### src/rtl/axis_wide_to_narrow_tx_pkg.sv
// Shared constants, state type and helpers for the AXI4-Stream wide-to-narrow transmitter.
package axis_tx_pkg;

  localparam int unsigned AXIS_DEST_W   = 4;
  localparam int unsigned AXIS_ID_W     = 16;
  localparam int unsigned AXIS_USER_W   = 4;
  localparam logic        AXIS_KEEP_ALL = 1'b1;

  typedef enum logic {
    TX_IDLE = 1'b0,
    TX_SEND = 1'b1
  } tx_state_e;

  function automatic int unsigned ratio(input int unsigned in_w, input int unsigned out_w);
    return in_w / out_w;
  endfunction

endpackage

### src/rtl/axis_wide_to_narrow_tx_hold_reg.sv
// Wide holding register with a full flag; a load in the same cycle as a clear wins.
module axis_hold_reg #(
  parameter int unsigned W = 256
) (
  input  logic         clk,
  input  logic         rst_n,
  input  logic         load,
  input  logic         clr,
  input  logic [W-1:0] din,
  output logic [W-1:0] dout,
  output logic         full
);

  logic [W-1:0] data_q, data_d;
  logic         full_q, full_d;

  always_comb begin
    data_d = data_q;
    full_d = full_q;
    if (load) begin
      data_d = din;
      full_d = 1'b1;
    end else if (clr) begin
      full_d = 1'b0;
    end
  end

  always_ff @(posedge clk or negedge rst_n) begin
    if (!rst_n) begin
      data_q <= '0;
      full_q <= 1'b0;
    end else begin
      data_q <= data_d;
      full_q <= full_d;
    end
  end

  assign dout = data_q;
  assign full = full_q;

endmodule

### src/rtl/axis_wide_to_narrow_tx.sv
// Serialises IN_W words into OUT_W AXI4-Stream beats (LSB slice first) with programmable TLAST framing.
// Define AXIS_TX_SKID_EN to add a second holding register for back-to-back words at full throughput.
module axis_wide_to_narrow_tx
  import axis_tx_pkg::*;
#(
  parameter int unsigned IN_W     = 256,
  parameter int unsigned OUT_W    = 32,
  parameter int unsigned LEN_W    = 16,
  parameter int unsigned DEST_VAL = 0
) (
  input  logic                   aclk,
  input  logic                   aresetn,
  input  logic [IN_W-1:0]        s_data,
  input  logic                   s_valid,
  output logic                   s_ready,
  input  logic [LEN_W-1:0]       cfg_pkt_words,
  output logic [OUT_W-1:0]       m_axis_tdata,
  output logic [OUT_W/8-1:0]     m_axis_tkeep,
  output logic                   m_axis_tlast,
  output logic [AXIS_DEST_W-1:0] m_axis_tdest,
  output logic [AXIS_ID_W-1:0]   m_axis_tid,
  output logic [AXIS_USER_W-1:0] m_axis_tuser,
  output logic                   m_axis_tvalid,
  input  logic                   m_axis_tready,
  output logic                   busy
);

  localparam int unsigned RATIO  = ratio(IN_W, OUT_W);
  localparam int unsigned BEAT_W = (RATIO > 1) ? $clog2(RATIO) : 1;
  localparam logic [BEAT_W-1:0] LAST_BEAT = BEAT_W'(RATIO - 1);

  if ((OUT_W == 0) || (IN_W < OUT_W) || ((IN_W % OUT_W) != 0)) begin : g_bad_width
    $fatal(1, "axis_wide_to_narrow_tx: IN_W (%0d) must be an integer multiple of OUT_W (%0d)", IN_W, OUT_W);
  end

  tx_state_e          state_q, state_d;
  logic [IN_W-1:0]    sh_q, sh_d;
  logic [BEAT_W-1:0]  beat_idx_q, beat_idx_d;
  logic [LEN_W-1:0]   word_idx_q, word_idx_d;
  logic [LEN_W-1:0]   pkt_len_q, pkt_len_d;
  logic               ready_en_q;

  logic               sh_full;
  logic               in_hs;
  logic               out_hs;
  logic               last_beat;
  logic               last_word;
  logic               word_done;
  logic               sh_load;
  logic [IN_W-1:0]    sh_load_data;

  assign sh_full   = (state_q == TX_SEND);
  assign in_hs     = s_valid && s_ready;
  assign out_hs    = sh_full && m_axis_tready;
  assign last_beat = (beat_idx_q == LAST_BEAT);
  assign last_word = (word_idx_q == (pkt_len_q - 1'b1));
  assign word_done = out_hs && last_beat;

`ifdef AXIS_TX_SKID_EN
  logic            hold_load;
  logic            hold_clr;
  logic            hold_full;
  logic [IN_W-1:0] hold_data;

  assign s_ready = ready_en_q && !hold_full;

  // A new word goes straight into sh when sh is free (or freeing with hold empty); otherwise it parks
  // in hold. Hold is never full while sh is empty, so hold always drains first on a word-done.
  always_comb begin
    sh_load      = 1'b0;
    sh_load_data = s_data;
    hold_load    = 1'b0;
    hold_clr     = 1'b0;
    if (!sh_full) begin
      sh_load = in_hs;
    end else if (word_done) begin
      if (hold_full) begin
        sh_load      = 1'b1;
        sh_load_data = hold_data;
        hold_clr     = 1'b1;
        hold_load    = in_hs;
      end else begin
        sh_load = in_hs;
      end
    end else begin
      hold_load = in_hs;
    end
  end

  axis_hold_reg #(
    .W (IN_W)
  ) u_hold (
    .clk   (aclk),
    .rst_n (aresetn),
    .load  (hold_load),
    .clr   (hold_clr),
    .din   (s_data),
    .dout  (hold_data),
    .full  (hold_full)
  );
`else
  assign s_ready      = ready_en_q && !sh_full;
  assign sh_load      = in_hs;
  assign sh_load_data = s_data;
`endif

  always_comb begin
    state_d    = state_q;
    sh_d       = sh_q;
    beat_idx_d = beat_idx_q;
    word_idx_d = word_idx_q;
    pkt_len_d  = pkt_len_q;

    case (state_q)
      TX_IDLE: begin
        if (sh_load) begin
          state_d = TX_SEND;
        end
      end
      TX_SEND: begin
        if (out_hs) begin
          sh_d       = sh_q >> OUT_W;
          beat_idx_d = beat_idx_q + 1'b1;
          if (last_beat) begin
            beat_idx_d = '0;
            word_idx_d = last_word ? '0 : word_idx_q + 1'b1;
            if (!sh_load) begin
              state_d = TX_IDLE;
            end
          end
        end
      end
      default: state_d = TX_IDLE;
    endcase

    // Length is latched by whichever word becomes word 0, including a reload at the tlast handshake.
    if (sh_load) begin
      sh_d       = sh_load_data;
      beat_idx_d = '0;
      if (word_idx_d == '0) begin
        pkt_len_d = (cfg_pkt_words == '0) ? LEN_W'(1) : cfg_pkt_words;
      end
    end
  end

  always_ff @(posedge aclk or negedge aresetn) begin
    if (!aresetn) begin
      state_q    <= TX_IDLE;
      sh_q       <= '0;
      beat_idx_q <= '0;
      word_idx_q <= '0;
      pkt_len_q  <= '0;
      ready_en_q <= 1'b0;
    end else begin
      state_q    <= state_d;
      sh_q       <= sh_d;
      beat_idx_q <= beat_idx_d;
      word_idx_q <= word_idx_d;
      pkt_len_q  <= pkt_len_d;
      ready_en_q <= 1'b1;
    end
  end

  assign m_axis_tdata  = sh_q[OUT_W-1:0];
  assign m_axis_tvalid = sh_full;
  assign m_axis_tlast  = sh_full && last_beat && last_word;
  assign m_axis_tkeep  = {(OUT_W/8){AXIS_KEEP_ALL}};
  assign m_axis_tdest  = AXIS_DEST_W'(DEST_VAL);
  assign m_axis_tid    = '0;
  assign m_axis_tuser  = '0;
  assign busy          = (word_idx_q != '0) || sh_full;

endmodule
### config.mk
export PLATFORM = sky130hd
export DESIGN_NAME = axis_wide_to_narrow_tx
export DESIGN_NICKNAME = d
export VERILOG_FILES = /design/src/rtl/axis_wide_to_narrow_tx_pkg.sv /design/src/rtl/axis_wide_to_narrow_tx_hold_reg.sv /design/src/rtl/axis_wide_to_narrow_tx.sv
export SDC_FILE = /design/constraint.sdc
export NUM_CORES = 1
export LEC_CHECK = 0
export CAP_MARGIN = 20
export CORE_MARGIN = 3
export CORE_UTILIZATION = 43
export CTS_CLUSTER_DIAMETER = 100
export DETAILED_ROUTE_END_ITERATION = 6
export PLACE_DENSITY = 0.81
export SLEW_MARGIN = 30
export SYNTH_ARGS = -nofsm -noshare
export SYNTH_HDL_FRONTEND = slang
export SYNTH_SLANG_ARGS = --single-unit
export TNS_END_PERCENT = 30
### constraint.sdc
create_clock -name aclk -period 5 [get_ports aclk]
set_input_delay 1 -clock aclk [delete_from_list [all_inputs] [get_ports aclk]]
set_output_delay 1 -clock aclk [all_outputs]
set_load 0.01 [all_outputs]
==> Word-level counts from Yosys, hierarchy flattened <==
Index checks and enable logic that the tools add are counted.
{ "classes": {"n_addsub": 3, "n_reduce_logical": 14, "n_eq_ne": 2, "n_bitwise": 1, "mux": 16} }
{ "op_table": {"columns": ["op", "count"], "rows": [
  ["2-to-1 mux 256 bit", 3],
  ["2-to-1 mux 16 bit", 5],
  ["zero test 16 bit", 2],
  ["adder 16 x 1 -> 16 bit (second input constant)", 1],
  ["equality test 16 bit", 1],
  ["nonzero test 16 bit", 1],
  ["subtractor 16 x 1 -> 16 bit (second input constant)", 1],
  ["2-to-1 mux 3 bit", 4],
  ["logical AND 1 bit", 5],
  ["AND reduction 2 bit", 2],
  ["nonzero test 2 bit", 2],
  ["adder 3 x 1 -> 3 bit (second input constant)", 1],
  ["equality test 3 bit (second input constant)", 1],
  ["2-to-1 mux 1 bit", 3],
  ["case mux 1 bit (2 select lines)", 1],
  ["zero test 1 bit", 1],
  ["logical OR 1 bit", 1],
  ["inverter 1 bit", 1]
]} }
{ "word_totals": {"in_bits": 276, "out_inout_bits": 64, "register_bits": 293, "wordCells": 42} }

==> Depth between registers and ports, before layout <==
{ "logic_depth": {"depth_word": 8, "depth_mapped": 11, "mapped_depth_nobuf": 10} }

==> Worst setup path before layout <==
OpenSTA, ideal clock, no wires.
{ "synth_timing": {"path_type": "in2reg", "start": "in m_axis_tready", "end": "reg pkt_len_q[10]", "arrival_time_ps": 3502, "setup_time_ps": 125, "cell_stages": 9, "required_time_ps": 4875, "path_buffers": 1, "path_slack_ps": 1372, "path_cell_list": "nand3_1 nor4_1 and3_1 mux2_2 o21ai_0 nand3_1 a211oi_4 buf_12 mux2_4"} }
{ "synth_between": {"elab_chain_len": 5} }
{ "synth_lines": {"columns": ["element", "line", "text"], "rows": [
  ["start: declaration", "axis_wide_to_narrow_tx.sv:24", "input logic m_axis_tready,"],
  ["logical AND 1 bit", "axis_wide_to_narrow_tx.sv:54", "assign out_hs = sh_full && m_axis_tready;"],
  ["2-to-1 mux 16 bit", "axis_wide_to_narrow_tx.sv:121", "if (out_hs) begin"],
  ["2-to-1 mux 16 bit", "axis_wide_to_narrow_tx.sv:114", "case (state_q)"],
  ["zero test 16 bit", "axis_wide_to_narrow_tx.sv:140", "if (word_idx_d == '0) begin"],
  ["AND reduction 2 bit (no source line)", null, null],
  ["end signal: assignment", "axis_wide_to_narrow_tx.sv:159", "pkt_len_q <= pkt_len_d;"],
  ["end: declaration", "axis_wide_to_narrow_tx.sv:40", "logic [LEN_W-1:0] pkt_len_q, pkt_len_d;"]
]} }
No other way between the ends.
A chain may end at the register's enable or synchronous reset.

==> Final worst setup path <==
{ "layout_timing": {"start": "reg pkt_len_q[0]", "end": "out m_axis_tlast"} }
{ "layout_between": {"elab_chain_len": 3} }
{ "layout_lines": {"columns": ["element", "line", "text"], "rows": [
  ["subtractor 16 x 1 -> 16 bit", "axis_wide_to_narrow_tx.sv:56", "assign last_word = (word_idx_q == (pkt_len_q - 1'b1));"],
  ["equality test 16 bit", "axis_wide_to_narrow_tx.sv:56", null],
  ["logical AND 1 bit", "axis_wide_to_narrow_tx.sv:166", "assign m_axis_tlast = sh_full && last_beat && last_word;"],
  ["end: declaration", "axis_wide_to_narrow_tx.sv:19", "output logic m_axis_tlast,"]
]} }
No other way between the ends.

==> impl_metrics.py <==
metrics = {
    "route": {
        "first_iter_violations": 915,
        "vias": 12344,
        "wirelength_um": 39610,
        "antenna_left": 0,
        "routedWlPerCell_um": 17.10,
        "routed_via_density": 5.330,
        "route.detailed.drc": 0,
        "dr.pass1.iters": 5,
    },
    "worst_setup_path": {
        "slowest_delay_ns": 0.57,
        "r2r_setup_slack_ns": 1.15,
        "reg2reg_depth": 9,
        "path_max_fanout": 5,
        "reg2reg_from": "pkt_len_q[0]",
        "critPathLaunchType": "flip-flop",
        "required_ns": 4.00,
        "cp_slowest_cell": "nor3b_1",
        "critPathBufInv": 2,
        "worstPathCellList": "inv_1, ha_1, nor3b_1, nand4_1, mux2_2, o32a_1, nor3_1, and3_1, and2_1, clkdlybuf4s50_1",
        "reg2reg_to": "word_idx_q[15]",
        "endpoint_kind": "output pin",
        "critical_path_class": "reg2out",
        "cp_top_family": "simple AND/OR/NAND/NOR gates",
        "arrival_ns": 3.73,
    },
    "timing": {
        "max_freq_mhz": 211.3,
        "setup_tns_ns": 0,
        "fin_hold_ws_ns": 0.4729,
        "finalClockSkew_ns": 0.009724,
        "slew_headroom_pct": 37.63,
        "finalCriticalPeriod_ns": 4.732,
        "worstMarginPinSlew_ns": 0.9333,
        "final_max_slew_viol_count": 0,
        "final_hold_viol_count": 0,
        "finalSetupViolations": 0,
        "fin_crit_sh_pct": 94.65,
        "rsz0062_at_grt": "false",
    },
    "power": {
        "pwr-share-clk_pct": 28.2,
        "p_leak_uw": 0.008158,
        "peakVddDrop_v": 0.0002240,
        "power.internal_uw": 5860,
        "pwr-share-seq_pct": 43.9,
        "p_sw_uw": 2837,
        "power_density_nw_per_um2": 478.6,
        "switching_share_pct": 32.62,
        "p_comb_share_pct": 27.9,
    },
    "layout": {
        "nets": 2139,
        "drive_gt1_share_pct": 4.790,
        "design_area_um2": 18170,
        "final_cell_count_no_fill": 2316,
        "area_growth_pct": 29.52,
    },
    "cts": {
        "cts_max_level": 2,
        "numCtsBuffers": 34,
        "cts-resized-gates": 0,
        "cts_setup_buffers": 0,
        "cts_buffer_depth": 3,
        "hold_buffers": 0,
        "clock_latency_ns": 0.50,
        "clock_tree.root_cell": "clkbuf_16",
        "cts_tree": "yes",
        "cts.sinks": 293,
        "clk_pin_slew_ns": 0.06,
    },
    "synth": {
        "ys_ff_latch": 293,
        "ys_warn_count": 0,
        "ys_seq_area_share_pct": 52.26,
        "synth_cell_types": 50,
        "synthFlopType": "dfrtp_1",
        "synth_area_leader_cell": "dfrtp_1",
        "async_flop_share_pct": 100.0,
        "synth_common_cells": "530 x nand2_1, 293 x dfrtp_1, 215 x nor2_1",
        "synth.most_common_cell": "nand2_1",
        "synth.avg_cell_area_um2": 8.487,
        "synthesis.area_um2": 14030,
        "netlist_instances": 1653,
        "yosysTopAreaCellShare_pct": 52.26,
        "ys_top_cells_by_area": "dfrtp_1 52%, nand2_1 14%, a31oi_1 8.6%",
        "synth-edff-count": 0,
    },
    "placed_design": {
        "dp.cells": 2257,
        "place_congestion": 0.8502,
        "io_buffers": 311,
        "post-dp-hpwl_um": 27300,
        "place_area_um2": 17070,
    },
    "min_path": {
        "worstHoldStart": "sh_q[13]",
        "holdPathEnd": "sh_q[13]",
        "min_path_type": "reg2reg",
        "hold_depth": 2,
    },
    "status": {
        "status": "completed",
    },
    "run": {
        "cap_violations": 0,
    },
    "die": {
        "die_area_um2": 34830,
        "coreArea_um2": 31880,
        "dieHeight_um": 186.6,
        "fp.dieW_um": 186.6,
        "initial_utilization_pct": 44.01,
        "ios": 340,
        "row_count": 65,
    },
    "grt": {
        "grt_max_degree": 197,
        "grt_antenna_before_repair": 2,
        "grt_pass1_wl_um": 63910,
        "track_usage_pct": 22.07,
        "grt.overflow.total": 0,
        "grt_pass1_vias": 11962,
    },
}
[cell families (layout without fill, tap and decap cells)]
kind of cell,Yosys count,after routing,synth area share (%)
AOI/OAI and AO/OA,256,256,11.91
xor gates and xnor gates,35,35,2.185
adders and majority gates,5,5,0.4459
buffers and inverters,189,388,6.822
DFF,293,293,52.26
muxes,19,19,1.748
other,2,31,0.05353
and+or+nand+nor,854,854,24.58
[sequential cells by signal, summed over array words and instances, names as in the netlist]
| register | count |
|---|---|
| ready_en_q | 1 |
| sh_q | 256 |
| m_axis_tvalid | 1 |
| beat_idx_q | 3 |
| word_idx_q | 16 |
| pkt_len_q | 16 |
[how the worst max path moves through the flow]
stage,to,from,cells after the start
after floorplan,pkt_len_q[10],m_axis_tready,9
after global placement,pkt_len_q[15],m_axis_tready,11
after detailed placement,pkt_len_q[1],m_axis_tready,11
after CTS,m_axis_tlast,pkt_len_q[0],10
after global routing,m_axis_tlast,pkt_len_q[0],10
final,m_axis_tlast,pkt_len_q[0],10
[layout by cell type, fill, tap and decap left out, drive strengths merged, types with 2 or more instances in the layout]
cell / count
o21ai: 5
nor4: 10
and4: 3
nand3: 45
a31oi: 192
or4: 3
o31ai: 3
mux2i: 2
buf: 15
a22oi: 36
nor3b: 2
ha: 5
and3: 9
clkdlybuf4s50: 310
or3: 2
nand2b: 2
and2: 3
bufinv: 3
xnor2: 20
xor2: 15
dfrtp: 293
nor2: 215
clkinvlp: 2
mux2: 17
nor2b: 2
diode: 2
clkbuf: 47
nand4: 9
nand2: 530
a211oi: 4
conb: 29
a21oi: 9
clkinv: 3
nor3: 13
inv: 8
[per-layer routing]
metal  global-route usage [%]  share of wire (%)  vias up
met5                        0                  0        -
met3                    4.002                6.6       67
met1                    32.40                 45     5912
met4                    5.670                2.2        0
li1                         -                  -     5883
met2                    34.00                 46      482
[power by group through the flow]
stage	Clock (uW)	Combinational (uW)	Sequential [uW]
final	2450	2420	3820
after floorplan	0	1730	3640
after detailed placement	0	2420	3840
after CTS	2510	2440	3810
after global placement	0	2350	3800
after global routing	2610	2730	3920
[cell type report]
type,instances,area [um2]
multi-input combinational,1198,5877
tap,435,544.3
clock inverter,10,137.6
sequential,293,7332
fill,2791,13710
clock buffer,47,950.9
antenna,2,5.005
timing repair buffer,325,3302
inverter,6,22.52
[tightest hold or removal path: cells and delay by family (launching register included)]
kind	cells	cell delay, ns
flip-flops	1	0.34
AND/OR/NAND/NOR	2	0.10
[stage by stage]
step | setup WS, ns | util [%] | total power [uW]
6_report | 0.2676 | 57.00 | 8697
2_1_floorplan | 1.372 | - | 5375
5_1_grt | 0.06514 | 57.00 | 9266
3_3_place_gp | 0.8538 | 53.53 | 6150
3_5_place_dp | 0.7768 | 53.53 | 6266
4_1_cts | 0.2598 | 56.94 | 8762
Note: power is estimated with default switching activity, not from simulation.
